### config.mk
export PLATFORM = sky130hd
export DESIGN_NAME = noc_pe_interface
export DESIGN_NICKNAME = d
export VERILOG_FILES = /design/src/rtl/noc_pkg.sv /design/src/rtl/noc_sync_fifo.sv /design/src/rtl/noc_pe_interface.sv
export SDC_FILE = /design/constraint.sdc
export NUM_CORES = 2
export LEC_CHECK = 0
export CORE_ASPECT_RATIO = 0.5
export CORE_MARGIN = 10
export CORE_UTILIZATION = 60
export DETAILED_ROUTE_END_ITERATION = 16
export PLACE_DENSITY = 0.82
export SYNTH_ARGS = -nofsm -noshare
export SYNTH_HDL_FRONTEND = slang
export SYNTH_SLANG_ARGS = --single-unit
### constraint.sdc
create_clock -name clk -period 117.5 [get_ports clk]
set_clock_uncertainty 0.05 [all_clocks]
set_input_delay 23.5 -clock clk [delete_from_list [all_inputs] [get_ports clk]]
set_output_delay 23.5 -clock clk [all_outputs]
set_load 0.05 [all_outputs]
### src/rtl/noc_pkg.sv
// Shared NoC packet format: field offsets, total packet width and drop-counter width.
package noc_pkg;

    // The payload always starts at bit 0 of a packet.
    localparam int PAYLOAD_LSB = 0;

    // Width of the saturating drop counter reported by endpoints.
    localparam int DROP_CNT_W = 16;

    // dest_x sits directly above the payload.
    function automatic int destXLsb(input int dataWidth);
        return PAYLOAD_LSB + dataWidth;
    endfunction

    // dest_y sits directly above dest_x and forms the packet MSBs.
    function automatic int destYLsb(input int dataWidth, input int xSize);
        return PAYLOAD_LSB + dataWidth + xSize;
    endfunction

    // Full packet width: {dest_y, dest_x, payload}.
    function automatic int totalWidth(input int dataWidth, input int xSize, input int ySize);
        return dataWidth + xSize + ySize;
    endfunction

endpackage

### src/rtl/noc_sync_fifo.sv
// Synchronous FIFO with wrap-bit pointers; storage clears on reset so dout never carries X.
module noc_sync_fifo #(
    parameter int WIDTH = 8,
    parameter int DEPTH = 4
) (
    input  logic             clk,
    input  logic             rst,
    input  logic             push,
    input  logic             pop,
    input  logic [WIDTH-1:0] din,
    output logic [WIDTH-1:0] dout,
    output logic             full,
    output logic             empty
);

    localparam int AW = $clog2(DEPTH);
    localparam logic [AW:0] PTR_ONE = {{AW{1'b0}}, 1'b1};

    logic [AW:0]      wrPtr_q;
    logic [AW:0]      rdPtr_q;
    logic [WIDTH-1:0] mem_q [DEPTH];
    logic             doPush;
    logic             doPop;

    assign empty = (wrPtr_q == rdPtr_q);
    assign full  = (wrPtr_q[AW-1:0] == rdPtr_q[AW-1:0]) && (wrPtr_q[AW] != rdPtr_q[AW]);
    assign dout  = mem_q[rdPtr_q[AW-1:0]];

    // A push into a full FIFO is honoured only when the head leaves in the same cycle.
    assign doPop  = pop & ~empty;
    assign doPush = push & (~full | doPop);

    // Pointer advance and storage write; everything clears asynchronously on reset.
    always_ff @(posedge clk or posedge rst) begin
        if (rst) begin
            wrPtr_q <= '0;
            rdPtr_q <= '0;
            for (int i = 0; i < DEPTH; i++) begin
                mem_q[i] <= '0;
            end
        end else begin
            if (doPush) begin
                mem_q[wrPtr_q[AW-1:0]] <= din;
                wrPtr_q <= wrPtr_q + PTR_ONE;
            end
            if (doPop) begin
                rdPtr_q <= rdPtr_q + PTR_ONE;
            end
        end
    end

endmodule

### src/rtl/noc_pe_interface.sv
// PE-side NoC endpoint: packs and injects local messages, buffers deliveries, flags drops and misroutes.
module noc_pe_interface
    import noc_pkg::*;
#(
    parameter int X          = 4,
    parameter int Y          = 4,
    parameter int data_width = 256,
    parameter int x_size     = 2,
    parameter int y_size     = 2,
    parameter int x_coord    = 0,
    parameter int y_coord    = 0,
    parameter int TX_DEPTH   = 4,
    parameter int RX_DEPTH   = 4
) (
    input  logic                                   clk,
    input  logic                                   rst,
    input  logic                                   i_valid_tx,
    input  logic [x_size-1:0]                      i_dest_x,
    input  logic [y_size-1:0]                      i_dest_y,
    input  logic [data_width-1:0]                  i_data_tx,
    output logic                                   o_ready_tx,
    output logic                                   o_valid_noc,
    output logic [x_size+y_size+data_width-1:0]    o_data_noc,
    input  logic                                   i_ready_noc,
    input  logic                                   i_valid_noc,
    input  logic [x_size+y_size+data_width-1:0]    i_data_noc,
    output logic                                   o_valid_rx,
    output logic [data_width-1:0]                  o_data_rx,
    input  logic                                   i_ready_rx,
    output logic                                   o_rx_overflow,
    output logic                                   o_misroute,
    output logic [DROP_CNT_W-1:0]                  o_drop_count
);

    localparam int TW     = totalWidth(data_width, x_size, y_size);
    localparam int DX_LSB = destXLsb(data_width);
    localparam int DY_LSB = destYLsb(data_width, x_size);

    logic                  txFull;
    logic                  txEmpty;
    logic                  txPush;
    logic                  txPop;
    logic                  rxFull;
    logic                  rxEmpty;
    logic                  rxPush;
    logic                  rxPop;
    logic                  readyEn_q;
    logic [x_size-1:0]     arrX;
    logic [y_size-1:0]     arrY;
    logic                  destMatch;
    logic                  dropNow;
    logic                  overflow_q,  overflow_d;
    logic                  misroute_q,  misroute_d;
    logic [DROP_CNT_W-1:0] dropCount_q, dropCount_d;

    // ---------------- transmit path ----------------
    assign o_ready_tx  = readyEn_q & ~txFull;
    assign o_valid_noc = ~txEmpty;
    assign txPush      = i_valid_tx & o_ready_tx;
    assign txPop       = o_valid_noc & i_ready_noc;

    noc_sync_fifo #(
        .WIDTH (TW),
        .DEPTH (TX_DEPTH)
    ) uTxFifo (
        .clk   (clk),
        .rst   (rst),
        .push  (txPush),
        .pop   (txPop),
        .din   ({i_dest_y, i_dest_x, i_data_tx}),
        .dout  (o_data_noc),
        .full  (txFull),
        .empty (txEmpty)
    );

    // Holds o_ready_tx low while reset is asserted; rises at the first edge after release.
    always_ff @(posedge clk or posedge rst) begin
        if (rst) begin
            readyEn_q <= 1'b0;
        end else begin
            readyEn_q <= 1'b1;
        end
    end

    // ---------------- receive path ----------------
    assign arrX = i_data_noc[DX_LSB +: x_size];
    assign arrY = i_data_noc[DY_LSB +: y_size];

    // A destination outside the mesh can never match this endpoint.
    assign destMatch = (arrX == x_coord[x_size-1:0]) && (arrY == y_coord[y_size-1:0])
                    && ({1'b0, arrX} < X[x_size:0]) && ({1'b0, arrY} < Y[y_size:0]);

    assign o_valid_rx = ~rxEmpty;
    assign rxPop      = o_valid_rx & i_ready_rx;
    assign rxPush     = i_valid_noc & destMatch & (~rxFull | rxPop);
    assign dropNow    = i_valid_noc & destMatch & rxFull & ~rxPop;

    noc_sync_fifo #(
        .WIDTH (data_width),
        .DEPTH (RX_DEPTH)
    ) uRxFifo (
        .clk   (clk),
        .rst   (rst),
        .push  (rxPush),
        .pop   (rxPop),
        .din   (i_data_noc[PAYLOAD_LSB +: data_width]),
        .dout  (o_data_rx),
        .full  (rxFull),
        .empty (rxEmpty)
    );

    // Sticky flags and saturating drop counter next-state.
    always_comb begin
        overflow_d  = overflow_q;
        misroute_d  = misroute_q;
        dropCount_d = dropCount_q;
        if (i_valid_noc && !destMatch) begin
            misroute_d = 1'b1;
        end
        if (dropNow) begin
            overflow_d = 1'b1;
            if (dropCount_q != {DROP_CNT_W{1'b1}}) begin
                dropCount_d = dropCount_q + DROP_CNT_W'(1);
            end
        end
    end

    // Status registers; only reset clears them.
    always_ff @(posedge clk or posedge rst) begin
        if (rst) begin
            overflow_q  <= 1'b0;
            misroute_q  <= 1'b0;
            dropCount_q <= '0;
        end else begin
            overflow_q  <= overflow_d;
            misroute_q  <= misroute_d;
            dropCount_q <= dropCount_d;
        end
    end

    assign o_rx_overflow = overflow_q;
    assign o_misroute    = misroute_q;
    assign o_drop_count  = dropCount_q;

endmodule

==> flow_summary.rst <==
.. list-table::
   :header-rows: 1

   * - Metric
     - Value
   * - Share of synthesized area occupied by flip-flops and latches
     - 55.6%
   * - Overall track demand over capacity in global routing
     - 26.9%
   * - Fraction of final layout cells with drive strength greater than 1
     - 34.6%
   * - Class of the most critical hold timing path
     - register to register
   * - First-pass detailed-route iteration total
     - 5
   * - Core outline area
     - 155000 sq um
   * - DRT iter0 DRCs
     - 2700
   * - Worst vdd rail ir drop
     - 0.0249 mV
   * - Number of buffers inserted by post-CTS setup repair
     - 0
   * - Count of fill cells added during filler insertion
     - 9322
   * - Maximum number of buffers from clock root to sink
     - 4
   * - Count of clock tree sinks
     - 2095
   * - Final std cells w/o fill
     - 8418
   * - CTS tree
     - yes
   * - Depth of the CTS H-tree
     - 4
   * - Final setup violation count
     - 0
   * - Detail Placement HPWL
     - 156000 microns
   * - RSZ-0062 raised after global routing
     - no
   * - Detailed-route via count
     - 50400
   * - Antenna-violating nets left
     - 0
   * - Crit. End Element
     - asynchronous set/reset pin
   * - Number of slew-limit violations in the final report
     - 0
   * - Met1 Track Usage GR
     - 31.1%
   * - Cells along the critical path
     - clkdlybuf4s50_1, inv_8, buf_12, buf_4, buf_4, buf_4, buf_4, buf_4, buf_4
   * - Area overhead of the layout relative to synthesis
     - 18.9%
   * - Placed instance count
     - 7998
   * - Busiest grt layer
     - met2
   * - Synthesized area per cell
     - 18.3 sq um
   * - Number of buffers added by the clock tree synthesis step
     - 187
   * - Shortest clock period the worst path allows after layout
     - 29650 ps
   * - Longest individual stage delay on the worst path
     - 870 ps
   * - Root Buffer
     - sky130_fd_sc_hd__clkbuf_16
   * - Worst hold slack across all endpoints
     - 436 ps
   * - Power Dens Cells
     - 32.0 nW/um^2
   * - Number of primary I/O pins
     - 1063
   * - Global-route wire length before repair
     - 363000 microns
   * - Met3 Track Usage GR
     - 4.53%
   * - Net count after synthesis
     - 5673
   * - Count of state elements after synthesis
     - 2095
   * - Post-CTS Resized
     - 0
   * - Final routed wire length divided by cell count
     - 28.2 microns
   * - DR vias/cell
     - 5.99
   * - Met2 Resource Use GR
     - 46.3%
   * - Worst slew pin tran
     - 1380 ps
   * - Worst slew margin relative to its limit
     - 7.87%
   * - Total of hold buffers inserted after clock tree synthesis
     - 0
   * - Sum Neg Setup Slack
     - 0 ps
   * - Clock Latency Late Sink
     - 800 ps
   * - Cell at the slowest stage of the critical path
     - sky130_fd_sc_hd__buf_4
   * - Cell seen most often among critical-path stages
     - sky130_fd_sc_hd__buf_4
   * - Data required time at the worst endpoint
     - 118270 ps
   * - Period Utilization, post-route
     - 25.2%
   * - DRC violation count after routing
     - 0
   * - Yosys warnings
     - 0
   * - Final core utilization
     - 72.1%
   * - Unique cell type count in the Yosys netlist
     - 36
   * - Final weighted congestion in routability-driven placement
     - 0.795
   * - Site Rows
     - 102
   * - Starting utilization of the core area
     - 60.6%
   * - Die outline height
     - 300 microns
   * - Main synth FF type
     - sky130_fd_sc_hd__dfrtp_1
   * - Largest net degree at the start of global routing
     - 171
   * - Category of the critical setup timing path
     - input pin to asynchronous set/reset pin
   * - Number of failing hold endpoints at the final stage
     - 0
   * - Cell area after synthesis
     - 94200 sq um
   * - Final Power
     - 3580 uW
   * - Storage element area
     - 52400 sq um
   * - Cells after Synth
     - 5136
   * - Max Cap Viol
     - 0
   * - Total congestion overflow
     - 0
   * - Ys async rst share
     - 100%
   * - Die width
     - 580 microns
   * - Result of the run
     - finished, final reports clean
   * - Top achievable clock speed
     - 33.7 MHz
   * - Kind of launch point of the worst setup path
     - input pin
   * - Data arrival, critical path
     - 30430 ps
   * - Count of flip-flops with a built-in enable after synthesis
     - 0
   * - DRT Wirelength
     - 237000 microns
   * - Buffers added on ports
     - 1062
   * - Die footprint
     - 174000 sq um
   * - Initial antenna violation count
     - 99
   * - Highest net fanout along the worst path
     - 165
   * - Leakage dissipation
     - 0.0521 uW
   * - Layout Nets
     - 6644
   * - Combined area of the multi-input logic cells
     - 39300 sq um
   * - Vias in the first global route
     - 56900
   * - Clock Pin Slew Worst Setup and Hold Paths
     - 60 ps
==> where the power goes <==
group	internal, uW	total (uW)	switching (uW)
Combinational	775	1740	963
Sequential	1030	1210	183
Clock	359	632	272
Total	2160	3580	1420
==> logic make-up (layout without fill, tap and decap cells) <==
| group | Yosys count | after routing | synth area share (%) |
|---|---|---|---|
| compound gates | 5 | 5 | 0.0319 |
| xor+xnor | 26 | 26 | 0.242 |
| fa+ha+maj | 11 | 11 | 0.146 |
| buf+inv | 350 | 1462 | 2.71 |
| flops | 2095 | 2095 | 55.6 |
| mux | 2585 | 2585 | 40.8 |
| other cells | 1 | 91 | 0.00398 |
| simple gates | 63 | 63 | 0.389 |
==> flip-flops by register name (all words and copies together), names as in the netlist <==
register         flops
uTxFifo.mem_q     1040
o_rx_overflow        1
uTxFifo.rdPtr_q      3
readyEn_q            1
uTxFifo.wrPtr_q      3
uRxFifo.rdPtr_q      3
o_misroute           1
o_drop_count        16
uRxFifo.wrPtr_q      3
uRxFifo.mem_q     1024
==> final timing paths <==
kind | start | slack, ps | to | depth (start not counted)
max in group clk | uRxFifo.rdPtr_q[0] | 89120 | o_data_rx[195] | 4
max | rst | 87850 | uTxFifo.mem_q[904] | 9
max reg2reg | uTxFifo.rdPtr_q[1] | 111260 | uTxFifo.mem_q[724] | 8
min reg2reg | uTxFifo.mem_q[373] | 440 | uTxFifo.mem_q[373] | 1
min in group asynchronous | rst | 23270 | uRxFifo.mem_q[727] | 2
min | uTxFifo.mem_q[373] | 440 | uTxFifo.mem_q[373] | 1
==> cells in the final DEF, fill, tap and decap left out, types with 3 or more instances in the layout <==
master	n
sky130_fd_sc_hd__dfrtp_4	4
sky130_fd_sc_hd__clkinv_4	5
sky130_fd_sc_hd__ha_1	11
sky130_fd_sc_hd__nor2_1	12
sky130_fd_sc_hd__and2_1	4
sky130_fd_sc_hd__nand4_1	5
sky130_fd_sc_hd__nand3_1	7
sky130_fd_sc_hd__mux2_4	950
sky130_fd_sc_hd__buf_4	55
sky130_fd_sc_hd__buf_12	7
sky130_fd_sc_hd__clkinv_2	27
sky130_fd_sc_hd__nand2_8	8
sky130_fd_sc_hd__mux2_1	790
sky130_fd_sc_hd__bufinv_16	17
sky130_fd_sc_hd__clkinv_8	3
sky130_fd_sc_hd__and3_1	4
sky130_fd_sc_hd__diode_2	90
sky130_fd_sc_hd__xnor2_1	15
sky130_fd_sc_hd__clkdlybuf4s50_1	1062
sky130_fd_sc_hd__clkbuf_1	42
sky130_fd_sc_hd__inv_1	7
sky130_fd_sc_hd__mux2_2	329
sky130_fd_sc_hd__mux4_2	516
sky130_fd_sc_hd__xor2_1	11
sky130_fd_sc_hd__inv_6	4
sky130_fd_sc_hd__dfrtp_1	2091
sky130_fd_sc_hd__clkbuf_16	188
sky130_fd_sc_hd__clkbuf_8	42
sky130_fd_sc_hd__nand2_1	11
==> critical path, delay by kind of cell <==
family                 cells  cell delay (ps)
buffers and inverters      9             6390
==> area by class of cell <==
class                      count  share of cell area [%]
sequential                  2095                    46.8
clock buffer                 272                    4.85
multi-input combinational   2691                    35.1
antenna                       90                   0.201
tap                         2080                    2.32
timing repair buffer        1124                    9.98
inverter                       8                  0.0335
clock inverter                58                   0.715
==> metal layers <==
| metal | share of wire (%) | wire, microns |
|---|---|---|
| met1 | 37 | 86900 |
| met2 | 52 | 124000 |
| met3 | 3.8 | 9060 |
| met4 | 7.1 | 16900 |
| met5 | 0.051 | 120 |
==> Yosys cell counts, types with 2 or more instances <==
cell	count	share of area [%]
sky130_fd_sc_hd__and2_1	4	0.027
sky130_fd_sc_hd__and3_1	4	0.027
sky130_fd_sc_hd__and4_1	2	0.019
sky130_fd_sc_hd__buf_1	19	0.076
sky130_fd_sc_hd__buf_2	87	0.46
sky130_fd_sc_hd__buf_4	84	0.67
sky130_fd_sc_hd__buf_6	109	1.3
sky130_fd_sc_hd__clkbuf_1	43	0.17
sky130_fd_sc_hd__dfrtp_1	2095	56
sky130_fd_sc_hd__ha_1	11	0.15
sky130_fd_sc_hd__inv_1	8	0.032
sky130_fd_sc_hd__mux2_1	790	9.4
sky130_fd_sc_hd__mux2_2	329	3.9
sky130_fd_sc_hd__mux2_4	950	15
sky130_fd_sc_hd__mux4_2	516	12
sky130_fd_sc_hd__nand2_1	11	0.044
sky130_fd_sc_hd__nand2_2	4	0.027
sky130_fd_sc_hd__nand2_4	4	0.048
sky130_fd_sc_hd__nand3_1	7	0.037
sky130_fd_sc_hd__nand3b_1	2	0.016
sky130_fd_sc_hd__nand4_1	5	0.033
sky130_fd_sc_hd__nor2_1	12	0.048
sky130_fd_sc_hd__nor3_1	2	0.011
sky130_fd_sc_hd__o21ai_0	2	0.011
sky130_fd_sc_hd__xnor2_1	15	0.14
sky130_fd_sc_hd__xor2_1	11	0.10
==> per-stage QoR <==
stage | worst slack (ps) | cell area [sq um]
floorplan | 34770 | 94200
global placement | 87270 | 106000
detailed placement | 86850 | 106000
CTS | 87700 | 112000
global route | 86900 | 112000
finish | 87850 | 112000
No activity file was read; power rests on OpenSTA's default activity.
